==> config.mk <==
export PLATFORM = sky130hd
export DESIGN_NAME = acc_arbiter
export DESIGN_NICKNAME = d
export VERILOG_FILES = /design/src/rtl/acc_arbiter.sv
export SDC_FILE = /design/constraint.sdc
export NUM_CORES = 1
export LEC_CHECK = 0
export ABC_AREA = 1
export CAP_MARGIN = 20
export CORE_AREA = 5 5 245 247
export CTS_CLUSTER_DIAMETER = 200
export DETAILED_ROUTE_END_ITERATION = 12
export DIE_AREA = 0 0 250 252
export SETUP_SLACK_MARGIN = 0.02
export SLEW_MARGIN = 15
export SYNTH_ARGS = -nofsm -noshare
export SYNTH_HDL_FRONTEND = slang
export SYNTH_HIERARCHICAL = 1
export SYNTH_SLANG_ARGS = --single-unit
==> constraint.sdc <==
create_clock -name clk_i -period 3.45 [get_ports clk_i]
set_input_delay 1.035 -clock clk_i [delete_from_list [all_inputs] [get_ports clk_i]]
set_output_delay 1.035 -clock clk_i [all_outputs]
set_load 0.02 [all_outputs]
==> src/rtl/acc_arbiter.sv <==
// Round-robin arbiter sharing one accelerator between NumReq requesters.
// Requests are forwarded combinationally; responses are routed back by the index bits of the ID.

module acc_arbiter_rsp_lane #(
    parameter int unsigned DataWidth = 32,
    parameter int unsigned IdWidth   = 5
) (
    input  logic                 hit_i,
    input  logic                 mst_p_valid_i,
    input  logic [DataWidth-1:0] mst_p_data0_i,
    input  logic [DataWidth-1:0] mst_p_data1_i,
    input  logic                 mst_p_dual_writeback_i,
    input  logic [IdWidth-1:0]   mst_p_id_i,
    input  logic                 mst_p_error_i,
    output logic                 rdy_o,
    output logic [DataWidth-1:0] slv_p_data0_o,
    output logic [DataWidth-1:0] slv_p_data1_o,
    output logic                 slv_p_dual_writeback_o,
    output logic [IdWidth-1:0]   slv_p_id_o,
    output logic                 slv_p_error_o,
    output logic                 slv_p_valid_o,
    input  logic                 slv_p_ready_i
);
    assign slv_p_valid_o          = hit_i & mst_p_valid_i;
    assign rdy_o                  = hit_i & slv_p_ready_i;
    assign slv_p_data0_o          = mst_p_data0_i;
    assign slv_p_data1_o          = mst_p_data1_i;
    assign slv_p_dual_writeback_o = mst_p_dual_writeback_i;
    assign slv_p_id_o             = mst_p_id_i;
    assign slv_p_error_o          = mst_p_error_i;
endmodule

module acc_arbiter #(
    parameter int unsigned NumReq    = 2,
    parameter int unsigned DataWidth = 32,
    parameter int unsigned AddrWidth = 5,
    parameter int unsigned IdWidth   = 5,
    localparam int unsigned IdxW       = (NumReq > 1) ? $clog2(NumReq) : 1,
    localparam int unsigned MstIdWidth = IdWidth + IdxW
) (
    input  logic                                clk_i,
    input  logic                                rst_ni,
    input  logic [NumReq-1:0][AddrWidth-1:0]    slv_q_addr_i,
    input  logic [NumReq-1:0][31:0]             slv_q_data_op_i,
    input  logic [NumReq-1:0][DataWidth-1:0]    slv_q_data_arga_i,
    input  logic [NumReq-1:0][DataWidth-1:0]    slv_q_data_argb_i,
    input  logic [NumReq-1:0][DataWidth-1:0]    slv_q_data_argc_i,
    input  logic [NumReq-1:0][IdWidth-1:0]      slv_q_id_i,
    input  logic [NumReq-1:0]                   slv_q_valid_i,
    output logic [NumReq-1:0]                   slv_q_ready_o,
    output logic [NumReq-1:0][DataWidth-1:0]    slv_p_data0_o,
    output logic [NumReq-1:0][DataWidth-1:0]    slv_p_data1_o,
    output logic [NumReq-1:0]                   slv_p_dual_writeback_o,
    output logic [NumReq-1:0][IdWidth-1:0]      slv_p_id_o,
    output logic [NumReq-1:0]                   slv_p_error_o,
    output logic [NumReq-1:0]                   slv_p_valid_o,
    input  logic [NumReq-1:0]                   slv_p_ready_i,
    output logic [AddrWidth-1:0]                mst_q_addr_o,
    output logic [31:0]                         mst_q_data_op_o,
    output logic [DataWidth-1:0]                mst_q_data_arga_o,
    output logic [DataWidth-1:0]                mst_q_data_argb_o,
    output logic [DataWidth-1:0]                mst_q_data_argc_o,
    output logic [MstIdWidth-1:0]               mst_q_id_o,
    output logic                                mst_q_valid_o,
    input  logic                                mst_q_ready_i,
    input  logic [DataWidth-1:0]                mst_p_data0_i,
    input  logic [DataWidth-1:0]                mst_p_data1_i,
    input  logic                                mst_p_dual_writeback_i,
    input  logic [MstIdWidth-1:0]               mst_p_id_i,
    input  logic                                mst_p_error_i,
    input  logic                                mst_p_valid_i,
    output logic                                mst_p_ready_o
);
    typedef struct packed {
        logic [AddrWidth-1:0] addr;
        logic [31:0]          op;
        logic [DataWidth-1:0] arga;
        logic [DataWidth-1:0] argb;
        logic [DataWidth-1:0] argc;
        logic [IdWidth-1:0]   id;
    } req_t;

    typedef enum logic {Idle, Locked} state_e;

    localparam logic [IdxW-1:0] LastIdx = IdxW'(NumReq - 1);

    state_e            state_q, state_d;
    logic [IdxW-1:0]   rr_q, rr_d, lock_q, lock_d;
    logic [IdxW-1:0]   rr_win, cand, win;
    logic              found, any, hs;
    req_t [NumReq-1:0] req;
    req_t              sel;

    for (genvar g = 0; g < NumReq; g++) begin : g_req
        assign req[g] = '{addr: slv_q_addr_i[g], op: slv_q_data_op_i[g], arga: slv_q_data_arga_i[g],
                          argb: slv_q_data_argb_i[g], argc: slv_q_data_argc_i[g], id: slv_q_id_i[g]};
    end

    // Rotating priority search starting at rr_q; a stalled winner stays pinned while Locked.
    always_comb begin
        rr_win = rr_q;
        found  = 1'b0;
        cand   = rr_q;
        for (int o = 0; o < NumReq; o++) begin
            if (!found && slv_q_valid_i[cand]) begin
                rr_win = cand;
                found  = 1'b1;
            end
            cand = (cand == LastIdx) ? '0 : cand + IdxW'(1);
        end
        win = (state_q == Locked) ? lock_q : rr_win;
    end

    assign any = |slv_q_valid_i;
    assign hs  = any & mst_q_ready_i;
    assign sel = req[win];

    always_comb begin
        slv_q_ready_o      = '0;
        slv_q_ready_o[win] = hs;
    end

    assign mst_q_valid_o     = any;
    assign mst_q_addr_o      = sel.addr;
    assign mst_q_data_op_o   = sel.op;
    assign mst_q_data_arga_o = sel.arga;
    assign mst_q_data_argb_o = sel.argb;
    assign mst_q_data_argc_o = sel.argc;
    assign mst_q_id_o        = {win, sel.id};

    always_comb begin
        state_d = state_q;
        lock_d  = lock_q;
        rr_d    = rr_q;
        case (state_q)
            Idle: begin
                if (any && !mst_q_ready_i) begin
                    state_d = Locked;
                    lock_d  = win;
                end
            end
            Locked: if (hs) state_d = Idle;
            default: state_d = Idle;
        endcase
        if (hs) rr_d = (win == LastIdx) ? '0 : win + IdxW'(1);
    end

    always_ff @(posedge clk_i or negedge rst_ni) begin
        if (!rst_ni) begin
            state_q <= Idle;
            rr_q    <= '0;
            lock_q  <= '0;
        end else begin
            state_q <= state_d;
            rr_q    <= rr_d;
            lock_q  <= lock_d;
        end
    end

    // Responses whose index names no requester match no lane and are sunk here.
    logic [IdxW-1:0]   pk;
    logic [NumReq-1:0] hit, lane_rdy;

    assign pk            = mst_p_id_i[MstIdWidth-1:IdWidth];
    assign mst_p_ready_o = (|lane_rdy) | ~(|hit);

    for (genvar g = 0; g < NumReq; g++) begin : g_lane
        assign hit[g] = (pk == IdxW'(g));
        acc_arbiter_rsp_lane #(
            .DataWidth (DataWidth),
            .IdWidth   (IdWidth)
        ) i_lane (
            .hit_i                  (hit[g]),
            .mst_p_valid_i          (mst_p_valid_i),
            .mst_p_data0_i          (mst_p_data0_i),
            .mst_p_data1_i          (mst_p_data1_i),
            .mst_p_dual_writeback_i (mst_p_dual_writeback_i),
            .mst_p_id_i             (mst_p_id_i[IdWidth-1:0]),
            .mst_p_error_i          (mst_p_error_i),
            .rdy_o                  (lane_rdy[g]),
            .slv_p_data0_o          (slv_p_data0_o[g]),
            .slv_p_data1_o          (slv_p_data1_o[g]),
            .slv_p_dual_writeback_o (slv_p_dual_writeback_o[g]),
            .slv_p_id_o             (slv_p_id_o[g]),
            .slv_p_error_o          (slv_p_error_o[g]),
            .slv_p_valid_o          (slv_p_valid_o[g]),
            .slv_p_ready_i          (slv_p_ready_i[g])
        );
    end
endmodule

==> impl_metrics.ini, run 1 <==
[synthesis]
synth_flop_cell = dfrtp_1
synth_cell_type_count = 13
synth_nets = 995
yosysWarnings = 6
synth_seq_cells = 3
syn_area_sq_mm = 0.00326
yosysMostFrequentCell = nand2_1
synthTopCellsByCount = 285 x nand2_1, 156 x buf_4, 139 x nand3_1, 14 x buf_2, 11 x inv_1
yosysTopAreaCell = buf_4
synthTopCellsByArea = buf_4 36%, nand2_1 33%, nand3_1 21%, dfrtp_1 2.3%, buf_2 2.2%
yosysTopAreaCellShare = 0.360
ys_seq_area_frac = 0.0231
avgSynthCellArea_sq_um = 5.09
synth_edf_count = 0
async_flop_share = 1.00
syn_inst = 639

[drt]
drt-initial-drc-count = 194
drt_pass1_iterations = 5
drt-wirelength-per-cell_um = 19.3
ant_nets = 0
via_per_inst = 3.07
num_vias = 5246
drc = 0
finalWirelength_um = 33000

[status]
status = finished clean

[setup_path]
r2r_setup_slack_ns = 1.99
crit_chain = buf_6 -> inv_2 -> a21oi_4 -> nand2_8 -> buf_12 -> nand2_8 -> buf_12 -> nand2_1 -> nand2_1 -> clkdlybuf4s15_2
required_ns = 2.41
cp.arrival_ns = 2.33
max_stage_delay_ns = 0.28
worstSetupStartpointType = input port
crit_path_end_kind = primary output
crit_fanout = 5
slowest_stage = clkdlybuf4s15_2
crit_type = in2out

[die]
die_width_um = 250
rows = 88
die_h_um = 252
initial_core_util = 0.0568
dieArea_sq_mm = 0.0630
core_area_sq_mm = 0.0574
io_pins = 643

[global_route]
grt_first_pass_wirelength_um = 42800
grt_overflow = 0
grt_max_degree = 68
antenna_found_initial = 19
grt_pass1_vias = 5360
track_usage = 0.0962

[final_layout]
drive_gt1_frac = 0.192
nets = 1295
fill_cells = 6646
area_delta_synth_final_pct = 153

[timing]
setup_viol = 0
maxSlewHeadroom = 0.743
finalWorstSetupSlack_ns = 0.0888
fin_skew_ns = 0.000367
whs_ns = 0.495
hold_viol = 0
slew_violations = 0
rsz0062_at_grt = yes
min_period_ns = 3.36
tightestPinTransition_ns = 0.385
max_freq_mhz = 298
finalCritPeriodShare = 0.974

[pwr]
ir_drop_mv = 0.138
power.density_mw_per_mm2 = 342
leakagePower_uw = 0.00370
p_total_uw = 2820

[placed_design]
gp_congestion = 0.837
port_buffers = 429
pre_cts_ws_ns = -0.738
hpwl_um = 28700

[clock_network]
cts_tree = built
cts_root_buf = clkbuf_16
h-tree-depth = 1
clk_latency_ns = 0.22
cts_buffers = 3
clockBufferDepth = 2
cts_hold_buffers = 0
clock-sinks = 3
clkTransAtPathRegs_ns = 0.03

[job]
maxCapViolations = 0

[hold_path]
hp-class = reg2reg
-- critical path, delay by kind of cell --
family	cells	cell delay (ns)
AOI/OAI and AO/OA	1	0.19
and+or+nand+nor	4	0.39
buffers and inverters	5	0.70
-- cell type report --
class / count / area [sq um] / share of cell area
clock buffer: 4 / 78.8 / 0.00956
multi-input combinational: 438 / 1950 / 0.237
timing repair buffer: 482 / 5130 / 0.622
antenna: 4 / 10.0 / 0.00121
sequential: 3 / 75.1 / 0.00911
tap: 765 / 957 / 0.116
inverter: 11 / 41.3 / 0.00501
-- layer usage --
metal	vias up	wire length (um)	global-route usage
met1	2238	11300	0.0964
met5	-	21	0
li1	2476	-	-
met4	4	1530	0.0348
met2	408	15500	0.168
met3	120	4660	0.0546
-- power by group --
group          switching (uW)  internal (uW)
clock network            33.6            153
logic                    1350           1230
registers                9.40           41.4
-- path summary, 6_finish.rpt --
| path | from | to | depth (start not counted) |
|---|---|---|---|
| max reg2reg | register | rr_q | 6 |
| max in group asynchronous | rst_ni | lock_q | 1 |
| max | slv_q_valid_i[1] | mst_q_data_arga_o[14] | 10 |
| min reg2reg | rr_q | rr_q | 2 |
| min in group asynchronous | rst_ni | rr_q | 1 |
| min | rr_q | rr_q | 2 |
-- stage by stage --
step | std cells | setup TNS (ns) | utilization | cell area (sq um)
3_5_place_dp | 1690 | -79.69 | 0.138 | 7890
3_3_place_gp | 1690 | -82.90 | 0.138 | 7890
2_1_floorplan | 639 | 0 | - | 3260
4_1_cts | 1703 | 0 | 0.143 | 8200
5_1_grt | 1704 | 0 | 0.144 | 8240
6_report | 1707 | 0 | 0.144 | 8240
-- what timing repair did --
action / CTS / global route
gates resized for setup: 295 / 45
cloned: 5 / 0
buffers inserted: 5 / 0
pin swaps: 4 / 4
endpoints found under the setup margin: 142 / 72
-- cells in the final DEF (no fill, tap or decap) --
cell type	count
buf_12	35
a21oi_4	1
nor3_1	1
buf_6	22
buf_16	6
diode_2	4
clkbuf_1	1
buf_8	2
buf_4	41
a21oi_1	3
clkbuf_16	3
buf_2	10
or2_2	1
nand2_1	265
dlygate4sd2_1	23
dfrtp_1	3
nand2_2	20
nor2_1	4
clkbuf_2	8
clkdlybuf4s15_1	25
inv_2	1
nand2_8	4
nand3_1	139
clkdlybuf4s50_1	284
clkdlybuf4s15_2	26
inv_1	10
-- cell families after synthesis --
logic type,synth area share
and+or+nand+nor,0.556
buffers and inverters,0.415
AOI/OAI and AO/OA,0.00615
DFF,0.0231
(Power assumes the default switching activity.)
==> run 2, diff against run 1 <==
Settings changed: CAP_MARGIN 20 to default.
==> results of run 2 <==
No change in the layout: final DEF, timing and power equal those of run 1.
==> run 3, diff against run 2 <==
Settings changed: GPL_ROUTABILITY_DRIVEN from default to 0.
==> results of run 3 <==
No change in the layout: final DEF, timing and power equal those of run 1.
